File: src/rtl/bd_if_pkg.sv
// Shared definitions for the FPGA<->BD pin-side datapath: pin word widths
// and the input arbiter state encoding.
package bd_if_pkg;

    localparam int NUM_BITS_PIN2CORE = 21;
    localparam int NUM_BITS_CORE2PIN = 34;

    typedef enum logic {
        IDLE  = 1'b0,
        GRANT = 1'b1
    } arb_state_t;

endpackage

File: src/rtl/bd_input_arbiter_if.sv
// Source-side and output-side word streams of the input arbiter; the slave
// modport is the arbiter's view, the master modport the surrounding logic's.
interface bd_input_arbiter_if
    import bd_if_pkg::*;
#(
    parameter int NUM_SRC  = 4,
    parameter int NUM_BITS = NUM_BITS_PIN2CORE
);

    logic [NUM_SRC-1:0]               src_v;
    logic [NUM_SRC-1:0][NUM_BITS-1:0] src_d;
    logic [NUM_SRC-1:0]               src_a;
    logic                             out_v;
    logic [NUM_BITS-1:0]              out_d;
    logic                             out_a;

    modport master (
        output src_v, src_d, out_a,
        input  src_a, out_v, out_d
    );

    modport slave (
        input  src_v, src_d, out_a,
        output src_a, out_v, out_d
    );

endinterface

File: src/rtl/bd_skid_fifo2.sv
// Two-entry FIFO whose output valid and data come straight from registers;
// head is always the word presented downstream, tail the one behind it.
module bd_skid_fifo2
    import bd_if_pkg::*;
#(
    parameter int NUM_BITS = NUM_BITS_PIN2CORE
) (
    input  logic                clk,
    input  logic                reset,
    input  logic                in_v,
    input  logic [NUM_BITS-1:0] in_d,
    output logic                in_a,
    output logic                out_v,
    output logic [NUM_BITS-1:0] out_d,
    input  logic                out_a,
    output logic                full,
    output logic [1:0]          count
);

    logic [1:0]          cnt;
    logic [NUM_BITS-1:0] head;
    logic [NUM_BITS-1:0] tail;
    logic                push;
    logic                pop;

    // Space is judged on the current count only, so a full FIFO refuses a
    // push even on an edge where it is also popped.
    assign in_a  = (cnt != 2'd2);
    assign push  = in_v & in_a;
    assign pop   = out_v & out_a;
    assign out_v = (cnt != 2'd0);
    assign out_d = head;
    assign full  = ~in_a;
    assign count = cnt;

    always_ff @(posedge clk or posedge reset) begin
        if (reset) begin
            cnt <= 2'd0;
        end else begin
            unique case ({push, pop})
                2'b10:   cnt <= cnt + 2'd1;
                2'b01:   cnt <= cnt - 2'd1;
                default: cnt <= cnt;
            endcase
        end
    end

    always_ff @(posedge clk) begin
        if (push && (cnt == 2'd0 || (cnt == 2'd1 && pop))) begin
            head <= in_d;
        end else if (push) begin
            tail <= in_d;
        end else if (pop && cnt == 2'd2) begin
            head <= tail;
        end
    end

endmodule

File: src/rtl/bd_input_arbiter.sv
// Round-robin merge of NUM_SRC word streams into one registered stream with
// bounded bursts; BD_INPUT_ARBITER_STATS_EN adds per-source word counters.
module bd_input_arbiter
    import bd_if_pkg::*;
#(
    parameter int NUM_SRC   = 4,
    parameter int NUM_BITS  = NUM_BITS_PIN2CORE,
    parameter int MAX_BURST = 8
) (
    input  logic                       clk,
    input  logic                       reset,
    bd_input_arbiter_if.slave          bus
`ifdef BD_INPUT_ARBITER_STATS_EN
    ,
    input  logic [$clog2(NUM_SRC)-1:0] stat_sel,
    input  logic                       stat_clr,
    output logic [31:0]                stat_cnt
`endif
);

    localparam int IDX_W = $clog2(NUM_SRC);

    arb_state_t          state;
    logic [IDX_W-1:0]    grant;
    logic [IDX_W-1:0]    last_grant;
    logic [7:0]          burst_cnt;
    logic                req_v;
    logic [NUM_BITS-1:0] req_d;
    logic                fifo_in_a;
    logic                fifo_full_unused;
    logic [1:0]          fifo_count;
    logic                take;
    logic [IDX_W-1:0]    next_grant;

    // Nearest requester after 'last', wrapping; later hits are overwritten by
    // nearer ones because the loop walks from farthest to nearest.
    function automatic logic [IDX_W-1:0] rr_pick(input logic [NUM_SRC-1:0] v,
                                                  input logic [IDX_W-1:0]   last);
        logic [IDX_W-1:0] idx;
        rr_pick = last;
        for (int i = NUM_SRC; i >= 1; i--) begin
            idx = IDX_W'((int'(last) + i) % NUM_SRC);
            if (v[idx]) rr_pick = idx;
        end
    endfunction

    assign next_grant = rr_pick(bus.src_v, last_grant);
    assign req_v      = (state == GRANT) & bus.src_v[grant];
    assign req_d      = bus.src_d[grant];
    assign take       = req_v & fifo_in_a;

    // Accept is a pure decode of state, grant and FIFO occupancy registers.
    always_comb begin
        bus.src_a = '0;
        if (state == GRANT && fifo_count < 2'd2) bus.src_a[grant] = 1'b1;
    end

    always_ff @(posedge clk or posedge reset) begin
        if (reset) begin
            state      <= IDLE;
            grant      <= '0;
            last_grant <= IDX_W'(NUM_SRC - 1);
            burst_cnt  <= 8'd0;
        end else begin
            unique case (state)
                IDLE: begin
                    if (|bus.src_v) begin
                        grant      <= next_grant;
                        last_grant <= next_grant;
                        burst_cnt  <= 8'd0;
                        state      <= GRANT;
                    end
                end
                GRANT: begin
                    if (!bus.src_v[grant]) begin
                        state <= IDLE;
                    end else if (take) begin
                        burst_cnt <= burst_cnt + 8'd1;
                        if (burst_cnt == 8'(MAX_BURST - 1)) state <= IDLE;
                    end
                end
                default: state <= IDLE;
            endcase
        end
    end

    bd_skid_fifo2 #(.NUM_BITS(NUM_BITS)) u_fifo (
        .clk   (clk),
        .reset (reset),
        .in_v  (req_v),
        .in_d  (req_d),
        .in_a  (fifo_in_a),
        .out_v (bus.out_v),
        .out_d (bus.out_d),
        .out_a (bus.out_a),
        .full  (fifo_full_unused),
        .count (fifo_count)
    );

`ifdef BD_INPUT_ARBITER_STATS_EN
    logic [31:0] stat_q [NUM_SRC];

    // Clear takes priority over a transfer landing on the same edge.
    always_ff @(posedge clk or posedge reset) begin
        if (reset) begin
            for (int i = 0; i < NUM_SRC; i++) stat_q[i] <= 32'd0;
        end else if (stat_clr) begin
            for (int i = 0; i < NUM_SRC; i++) stat_q[i] <= 32'd0;
        end else if (take) begin
            stat_q[grant] <= stat_q[grant] + 32'd1;
        end
    end

    assign stat_cnt = stat_q[stat_sel];
`endif

endmodule
File: src/flat_wrapper.sv
// flat-port wrapper written by rule: the top's interface ports become plain ports
module bd_input_arbiter_flat import bd_if_pkg::*;
#(
    parameter int NUM_SRC   = 4,
    parameter int NUM_BITS  = NUM_BITS_PIN2CORE,
    parameter int MAX_BURST = 8
)
  (clk, reset, bus_src_v, bus_src_d, bus_out_a, bus_src_a, bus_out_v, bus_out_d);
  bd_input_arbiter_if #(.NUM_SRC(NUM_SRC), .NUM_BITS(NUM_BITS)) bus_i ();
  input  logic clk;
  input  logic reset;
  input wire logic [$bits(bus_i.src_v)-1:0] bus_src_v;
  input wire logic [$bits(bus_i.src_d)-1:0] bus_src_d;
  input wire logic [$bits(bus_i.out_a)-1:0] bus_out_a;
  output wire logic [$bits(bus_i.src_a)-1:0] bus_src_a;
  output wire logic [$bits(bus_i.out_v)-1:0] bus_out_v;
  output wire logic [$bits(bus_i.out_d)-1:0] bus_out_d;
  assign bus_i.src_v = bus_src_v;
  assign bus_i.src_d = bus_src_d;
  assign bus_i.out_a = bus_out_a;
  assign bus_src_a = bus_i.src_a;
  assign bus_out_v = bus_i.out_v;
  assign bus_out_d = bus_i.out_d;
  bd_input_arbiter #(.NUM_SRC(NUM_SRC), .NUM_BITS(NUM_BITS), .MAX_BURST(MAX_BURST)) u_core (.clk(clk), .reset(reset), .bus(bus_i));
endmodule
File: config.mk
export PLATFORM = sky130hd
export DESIGN_NAME = bd_input_arbiter_flat
export DESIGN_NICKNAME = d
export VERILOG_FILES = /design/src/rtl/bd_if_pkg.sv /design/src/rtl/bd_input_arbiter_if.sv /design/src/rtl/bd_skid_fifo2.sv /design/src/rtl/bd_input_arbiter.sv /design/src/flat_wrapper.sv
export SDC_FILE = /design/constraint.sdc
export NUM_CORES = 1
export LEC_CHECK = 0
export BUFFER_PORTS_ARGS = -buffer_cell sky130_fd_sc_hd__buf_2
export CORE_UTILIZATION = 30
export DETAILED_ROUTE_END_ITERATION = 7
export PLACE_DENSITY = 0.6
export SYNTH_ARGS = -nofsm -noshare
export SYNTH_HDL_FRONTEND = slang
export SYNTH_SLANG_ARGS = --single-unit
File: constraint.sdc
create_clock -name clk -period 3.1 [get_ports clk]
set_clock_uncertainty 0.2 [all_clocks]
set_input_delay 0.93 -clock clk [delete_from_list [all_inputs] [get_ports clk]]
set_output_delay 0.93 -clock clk [all_outputs]
set_load 0.01 [all_outputs]
# Yosys cells after proc, flatten, opt, wreduce, memory -nomap -nowiden
# Index checks and enable logic that the tools add are counted.
# word_totals
register_bits,57
in_bits,91
word_cells,83
# classes
add_sub_neg,7
magnitude_cmp,7
eq_ne,10
n_mux,32
n_bitwise,5
reduce_logical,15
# ops
cell,n
two-way mux 21 bit,4
binary-select mux 21 bit (select 2 bit),1
two-way mux 8 bit,3
case mux 8 bit (2 select lines),1
"less-than comparator 2 x 3 -> 1 bit, second input constant",5
binary-select mux 1 bit (select 2 bit),5
two-way mux 1 bit,10
"adder 8 x 1 -> 8 bit, second input constant",1
"== test 8 x 3 -> 1 bit, second input constant",1
two-way mux 2 bit,4
"adder 2 x 1 -> 2 bit, second input constant",3
"inequality test 2 bit, second input constant",3
AND reduction 2 bit,3
nonzero test 2 bit,3
logical AND 1 bit,5
"adder 2 bit, second input constant",2
"== test 2 x 1 -> 1 bit, second input constant",2
"== test 2 bit, second input constant",2
two-way mux 4 bit,1
"inequality test 2 x 1 -> 1 bit, second input constant",2
case mux 2 bit (2 select lines),1
OR reduction 4 bit,1
bitwise AND 1 bit,3
AND reduction 3 bit,1
other kinds (8),9

# Logic depth before layout (Yosys ltp)
# Gate-level depths: netlist of run 1.
# logic_depth
word_depth,7
depth_mapped,8

# Modules after synthesis
# From an unflattened synthesis of run 1, not the netlist that was laid out.
# unflattened
cells_unflattened,200
area_unflattened_um2,3150.5
# by_module_without_submodules
mod,n_inst,cells_per_inst,area_per_inst_um2,seq_area_each_um2
bd_skid_fifo2,1,86,1818.0,1311.3
bd_input_arbiter,1,114,1332.5,327.8

# Worst setup path after synthesis of run 1
# Ideal clock, no wire load.
# synth_path
kind,input to register
startpoint,input port bus_out_a
endpoint,register u_core.u_fifo.tail[0] (enable)
arrival_time_ns,2.210
required_time_ns,2.499
path_slack_ns,0.289
stages,2
path_buffers,0
path_cell_list,a21oi_1 -> nor2b_1
# synth_via
elab_chain_cells,6
# synth_rtl
element,line_no,source
from (decl),flat_wrapper.sv:14,input wire logic [$bits(bus_i.out_a)-1:0] bus_out_a;
bitwise AND 1 bit,bd_skid_fifo2.sv:30,assign pop = out_v & out_a;
logical AND 1 bit,bd_skid_fifo2.sv:49,if (push && (cnt == 2'd0 || (cnt == 2'd1 && pop))) begin
logical OR 1 bit,bd_skid_fifo2.sv:49,
logical AND 1 bit,bd_skid_fifo2.sv:49,
NOT 1 bit (no source line),--,
AND reduction 2 bit (no source line),--,
to (signal assigned),bd_skid_fifo2.sv:52,tail <= in_d;
to (decl),bd_skid_fifo2.sv:22,logic [NUM_BITS-1:0] tail;
# No other way between the ends.
# A chain may end at the register's enable or synchronous reset.

# Final worst setup path of run 1
# layout_path
startpoint,register u_core.grant[1]
endpoint,output port bus_src_a[2]
# layout_via
elab_chain_cells,5
elab_cells_between_ends,6
cone_classes,2 x order compare; 3 x mux; 1 x reduce/logical
# layout_rtl
element,line_no,source
from (decl),bd_input_arbiter.sv:24,logic [IDX_W-1:0] grant;
from (signal assigned),bd_input_arbiter.sv:68,grant <= next_grant;
less-than comparator 2 x 3 -> 1 bit (not written as such) or >= comparator 2 x 1 -> 1 bit (tied branches),bd_input_arbiter.sv:55,if (state == GRANT && fifo_count < 2'd2) bus.src_a[grant] = 1'b1;
logical AND 1 bit (not written as such),bd_input_arbiter.sv:55,
two-way mux 1 bit (not written as such),bd_input_arbiter.sv:55,
demux 1 bit (select 2 bit) (*),--,
two-way mux 4 bit (*),bd_input_arbiter.sv:55,
to (decl),flat_wrapper.sv:15,output wire logic [$bits(bus_i.src_a)-1:0] bus_src_a;
# Mark *: on every way between the ends. The rest lies on a longest branch, timed or not.

==> impl_metrics.csv, run 1 <==
group,metric,value,unit
yosys,synth_cell_types,39,
worst_setup_path,ff2ff_path_depth,5,
clock_network,clock_path_buffers,2,
finish,final_common_cell,"buf_2",
clock_network,cts_hold_buf,0,
finish,instances_no_fill,458,
sta,finalHoldViolations,0,
global_route,use_met2,21.90,%
yosys,synth_edf_count,42,
sta,slew_viol_final,0,
die,row_count,36,
power,leakage,1.686,nW
yosys,synth_mux_area_share,27.15,%
sta,setup-violations-final,0,
global_route,met3_usage,4.368,%
finish,num-nets-final,416,
sta,fin_tns_setup,0,ps
yosys,ys.flop_type,"edfxtp_1",
placement,io_buffers,116,
sta,max_freq,382.8,MHz
die,die_area,0.01066,mm^2
worst_setup_path,r2r-start,"u_core.u_fifo.count[1]",
yosys,synth_top_family_by_area,"multiplexers",
yosys,synth-simple-area-share,9.076,%
sta,post-route-period-util,84.27,%
global_route,grt_pass1_wl,9832,um
clock_network,post_cts_buffers,0,
yosys,syn_inst,199,
power,power_density,923.2,mW/mm^2
yosys,yosysWarningCount,0,
worst_setup_path,worstSetupEndpointType,"primary output",
sta,grt_setup_unrepaired,"false",
worst_hold_path,hold_path_end,"u_core.u_fifo.count[0]",
sta,slew_headroom,44.27,%
finish,antennaDiodeCount,0,
placement,finalWeightedCongestion,0.7873,
clock_network,cts_buffers,9,
global_route,met1_usage,14.64,%
yosys,synthXorXnorAreaFrac,1.425,%
worst_setup_path,crit_path_start_kind,"flip-flop",
clock_network,tritoncts,"yes",
finish,fillers,923,
worst_setup_path,cp.required,1970,ps
worst_setup_path,rrSetupSlack,630,ps
yosys,synth_fp_nets,295,
detailed_routing,ant_nets,0,
placement,dp_hpwl,4875,um
detailed_routing,routed-via-count,2130,
global_route,grt_use_total,12.55,%
flow_run,max-cap-violations,0,
yosys,syn_area,0.003074,mm^2
clock_network,clkSlewWorstSetupHoldPaths,70,ps
detailed_routing,postRouteWirelength,6539,um
yosys,synth_fa_ha_area_share,2.035,%
die,die_h,103.2,um
global_route,grt.busiest_layer,"met2",
sta,period_minus_slack,2612,ps
detailed_routing,routed_via_density,4.651,
worst_setup_path,path_class,"flip-flop to primary output",
outcome,status,"complete, no violations",
global_route,grt_antenna_before_repair,0,
detailed_routing,routedWlPerCell,14.28,um
finish,layout_common_cells,"buf_2 (116), edfxtp_1 (42), mux4_2 (22)",
clock_network,htree_levels,3,
sta,tightest_slew,836.0,ps
yosys,async_flop_share,26.32,%
worst_hold_path,hold_class,"flip-flop to flip-flop",
global_route,grt_max_degree,25,
clock_network,root_buffer,"clkbuf_8",
placement,dp_cells,442,
global_route,grt_pass1_vias,2031,
yosys,synth-seq-cells,57,
detailed_routing,firstDrtPassIters,4,
yosys,synth_compound_area_share,3.622,%
detailed_routing,post-route-drc-count,0,
worst_setup_path,r2r_end,"u_core.u_fifo.out_d[2]",
die,start_util,31.16,%
clock_network,clkLatencyLatePin,330,ps
finish,area_delta_synth_final,29.47,%
die,ios,117,
worst_hold_path,worstHoldPathCells,1,
die,die_w,103.2,um
finish,drive_gt1_share,57.85,%
global_route,overflow,0,
worst_hold_path,hold_start,"u_core.u_fifo.count[0]",
clock_network,cts_sinks,57,
clock_network,cts_resized,0,
yosys,synth.avg_cell_area,15.45,um^2
power,peakVddDrop,0.3031,mV
worst_setup_path,worstPathArrival,1480,ps
detailed_routing,drt_iter0_drc,75,
worst_setup_path,worstPathMaxFanout,24,
yosys,ys_seq_area_share,53.32,%
die,core,0.009864,mm^2
[through the flow]
| step | total power [mW] | hold WS [ps] | area [um^2] | setup slack (ps) | util [%] |
|---|---|---|---|---|---|
| after detailed placement | 3.055 | 295.8 | 3785 | 324.1 | 38.37 |
| after CTS | 3.743 | 309.6 | 3980 | 442.8 | 40.35 |
| after floorplan | 2.633 | 267.1 | 3074 | 288.6 | - |
| final | 3.674 | 301.4 | 3980 | 487.7 | 40.35 |
| after global placement | 3.011 | 295.4 | 3785 | 375.3 | 38.37 |
| after global routing | 3.937 | 322.2 | 3980 | 355.6 | 40.35 |
[cells in the mapped netlist, drive strengths merged, types with 2 or more instances]
library cell	number	area share [%]
a21oi	2	0.33
xnor2	2	0.57
nand4	3	0.61
nand3b	2	0.49
nor2b	3	0.61
nand2	8	0.98
clkbuf	3	0.37
and3	3	0.61
nand2b	3	0.61
nand3	7	1.1
dfrtp	13	11
nor2	13	1.8
nor3b	2	0.49
xor2	3	0.85
ha	5	2.0
edfxtp	42	41
nor4	3	0.61
mux4	22	16
o31ai	3	0.73
o21ai	4	0.65
mux2	22	10
mux2i	2	0.65
buf	8	2.2
dfstp	2	1.7
inv	7	0.85
o211ai	4	0.98
[per-layer routing]
metal / part of all wire [%] / vias to the layer above
li1: - / 1023
met1: 42 / 1020
met2: 49 / 80
met3: 7.4 / 7
met4: 0.84 / 0
met5: 0 / -
[logic make-up after synthesis]
logic type,count (synthesis)
flops,57
simple gates,52
mux,46
buf+inv,18
compound gates,16
xor+xnor,5
fa+ha+maj,5
[how the worst max path moves through the flow]
stage / startpoint / to / cells past startpoint
finish: u_core.grant[1] / bus_src_a[2] / 4
global route: u_core.grant[1] / bus_src_a[2] / 4
CTS: u_core.grant[1] / bus_src_a[2] / 4
detailed placement: bus_src_v[3] / u_core.u_fifo.out_d[20] / 5
global placement: bus_src_v[3] / u_core.u_fifo.out_d[1] / 5
floorplan: bus_out_a / u_core.u_fifo.tail[0] / 2
[registers in the layout, indices dropped and copies added, names as in the netlist]
signal / count
u_core.u_fifo.out_d: 21
u_core.u_fifo.tail: 21
u_core.burst_cnt: 8
u_core.grant: 2
u_core.last_grant: 2
u_core.u_fifo.count: 2
u_core.state: 1
[critical path, stage by stage, from the launching register on]
cell and delay [ps]:
dfrtp_1 450, buf_4 350, nand2_1 80, nor2_1 110, buf_2 150
[power by group]
group	switching, mW	leakage, nW	internal [mW]	total (mW)
sequential	0.157	0.575	1.26	1.41
combinational	0.779	1.01	0.807	1.59
clock	0.306	0.103	0.370	0.677
[final cells by class]
cell class / instances / area [um^2] / area share (%)
well taps: 133 / 166.4 / 4.181
repair buffers: 121 / 618.1 / 15.53
flip-flops and latches: 57 / 1640 / 41.21
inverters: 7 / 26.28 / 0.6602
clock buffers: 9 / 123.9 / 3.112
clock inverters: 7 / 71.32 / 1.792
multi-input cells: 124 / 1334 / 33.51
No activity file was read; power rests on OpenSTA's default activity.
==> run 2, diff against run 1 <==
Settings changed: ABC_AREA from default to 1.
Clock period 3.1 ns to 2.5 ns, I/O delays scaled along.
==> run 2 against run 1 <==
  * Die area increased by 2.7%
  * Power rose by 41%
  * Clock power is 51% higher
  * Via count up 40%
  * Sequential share of layout area down 1.7 points
  * Hold slack got worse by 26 ps
  * Wire length grew 34%
  * Core utilization rose by 0.059 points
  * Design area rose by 4.3%
  * Highest routed layer unchanged
==> impl_metrics.csv, run 2 <==
group,metric,value,unit
detailed_routing,routedWlPerCell,13.96,um
yosys,synth_edf_count,42,
clock_network,post_cts_buffers,0,
sta,finalHoldViolations,0,
worst_setup_path,cp-endpoint,"bus_src_a[2]",
worst_setup_path,critPathBufInv,2,
worst_setup_path,rrSetupSlack,290,ps
global_route,grt_pass1_wl,14390,um
finish,layout_common_cells,"nand2_1 (139), buf_2 (116), edfxtp_1 (42)",
worst_setup_path,r2r-start,"u_core.grant[1]",
detailed_routing,ant_nets,0,
sta,slew_headroom,54.58,%
worst_setup_path,worstPathMaxFanout,4,
clock_network,cts_buffers,9,
die,ios,117,
die,row_count,37,
sta,slew_viol_final,0,
flow_run,max-cap-violations,0,
placement,place_ws,224.1,ps
worst_setup_path,r2r_end,"u_core.burst_cnt[4]",
global_route,overflow,0,
yosys,synth_cell_types,27,
global_route,grt_max_degree,24,
detailed_routing,firstDrtPassIters,4,
placement,io_buffers,116,
finish,area_delta_synth_final,31.50,%
power,leakage,1.977,nW
clock_network,htree_levels,3,
sta,grt_setup_unrepaired,"false",
worst_hold_path,hold_class,"input pin to async pin",
sta,fin_tns_setup,0,ps
yosys,ys.flop_type,"edfxtp_1",
worst_setup_path,path_cells,"inv_1 -> nand2_1 -> nor2_1 -> buf_2",
power,p_comb_share,46.9,%
detailed_routing,highest_layer,"met4",
placement,dp_cells,614,
yosys,syn_inst,371,
worst_setup_path,worstPathArrival,1280,ps
clock_network,root_buffer,"clkbuf_8",
yosys,synth_top_cell_by_area,"edfxtp_1",
die,die_area,0.01094,mm^2
die,die_w,104.6,um
worst_setup_path,crit_path_start_kind,"flip-flop",
detailed_routing,routed_via_density,4.733,
global_route,grt_pass1_vias,2964,
finish,num-nets-final,585,
power,power_frac_seq,33.4,%
power,p_sw,2.140,mW
placement,finalWeightedCongestion,0.8060,
power,peakVddDrop,0.5516,mV
worst_setup_path,critPathLaunch,"u_core.u_fifo.count[1]",
yosys,async_flop_share,26.32,%
clock_network,cts_hold_buf,0,
finish,drive_gt1_share,30.36,%
yosys,yosysWarningCount,0,
power,sw_frac_of_total,41.17,%
yosys,ys_seq_area_share,51.90,%
detailed_routing,routed-via-count,2982,
worst_setup_path,crit_path_max_incr_delay,400,ps
sta,post-route-period-util,89.22,%
sta,tightest_slew,680.6,ps
yosys,synth_area_leaders,"edfxtp_1 (40%), nand2_1 (17%), dfrtp_1 (10%), nand3_1 (6.5%), a22oi_1 (5.2%)",
clock_network,tritoncts,"yes",
power,clkPwrFrac,19.7,%
yosys,synth-seq-cells,57,
sta,period_minus_slack,2231,ps
worst_setup_path,cp_slowest_cell,"dfrtp_1",
detailed_routing,post-route-drc-count,0,
sta,fin_worst_hold_slack,275.1,ps
worst_setup_path,cp.depth,4,
yosys,yosysMostFrequentCell,"nand2_1",
power,p_int,3.058,mW
power,power_density,1252,mW/mm^2
yosys,synth.avg_cell_area,8.512,um^2
finish,final_common_cell,"nand2_1",
detailed_routing,routed-wl-met3,383,um
global_route,grt_use_total,16.81,%
clock_network,cts_resized,0,
detailed_routing,m1WireLength,3961,um
finish,antennaDiodeCount,0,
sta,layout_setup_ws,269.4,ps
clock_network,clkLatencyLatePin,330,ps
clock_network,clkSlewWorstSetupHoldPaths,70,ps
detailed_routing,drt_iter0_drc,220,
yosys,ys_top_cells_by_count,"nand2_1 (139), edfxtp_1 (42), nand3_1 (41)",
worst_setup_path,worstSetupEndpointType,"primary output",
worst_setup_path,path_class,"flip-flop to primary output",
finish,instances_no_fill,630,
yosys,syn_area,0.003158,mm^2
sta,max_freq,448.3,MHz
worst_setup_path,cp_top_family,"flip-flops",
placement,dp_hpwl,6663,um
die,start_util,30.73,%
yosys,synth_fp_nets,467,
worst_setup_path,cp.required,1550,ps
global_route,grt_antenna_before_repair,0,
yosys,netlist.area_leader.share,39.94,%
detailed_routing,postRouteWirelength,8792,um
die,die_h,104.6,um
worst_setup_path,ff2ff_path_depth,10,
detailed_routing,route.met2.wl,4312,um
sta,setup-violations-final,0,
outcome,status,"complete, no violations",
clock_network,clock_path_buffers,2,
clock_network,cts_sinks,57,
die,core,0.01028,mm^2
run 2: worst register-to-register path: cells and delay by family, from the launching register on:
kind,cells,cell delay (ps)
flip-flops,1,420
AO/OA/AOI/OAI,1,130
AND/OR/NAND/NOR,6,770
buffers and inverters,3,640
run 2: layer usage:
| metal | GRT usage, % | vias to the layer above |
|---|---|---|
| met1 | 20.46 | 1398 |
| met3 | 4.429 | 10 |
| met2 | 28.33 | 72 |
| met5 | 0 | - |
| met4 | 6.539 | 0 |
| li1 | - | 1502 |
run 2: power groups by stage:
stage	Clock, mW	Combinational [mW]	Sequential, mW
global placement	0	2.40	1.75
global route	1.08	2.74	1.78
floorplan	0	1.61	1.78
detailed placement	0	2.46	1.75
finish	1.02	2.44	1.74
CTS	1.04	2.46	1.74
run 2: logic make-up (layout without fill, tap and decap cells):
kind of cell             Yosys count  count (layout)  share of synthesized area (%)
adder cells (fa/ha/maj)            5               5                          1.981
flip-flops                        57              57                          51.90
AND/OR/NAND/NOR                  228             228                          31.50
XOR/XNOR                           6               6                          1.664
AO/OA/AOI/OAI                     30              30                          6.775
buffers and inverters             45             168                          6.180
run 2: cell type report:
cell class              instances  area, um^2
fillers                      1048        6125
flip-flops and latches         57        1639
multi-input cells             269        1331
inverters                      26       97.59
clock inverters                 6       106.4
well taps                     136       170.2
clock buffers                  10       127.6
repair buffers                126       680.7
run 2: worst min path at each step:
stage | startpoint | endpoint
after global routing | reset | u_core.state
final | reset | u_core.u_fifo.count[0]
after detailed placement | u_core.last_grant[1] | u_core.last_grant[1]
after floorplan | u_core.last_grant[1] | u_core.last_grant[1]
after CTS | reset | u_core.u_fifo.count[0]
after global placement | u_core.last_grant[1] | u_core.last_grant[1]
run 2: stage by stage:
step	cell area, um^2	total power [mW]	utilization (%)
6_report	4153	5.198	40.41
2_1_floorplan	3166	3.392	-
4_1_cts	4153	5.245	40.41
5_1_grt	4153	5.602	40.41
3_5_place_dp	3919	4.210	38.13
3_3_place_gp	3919	4.150	38.13
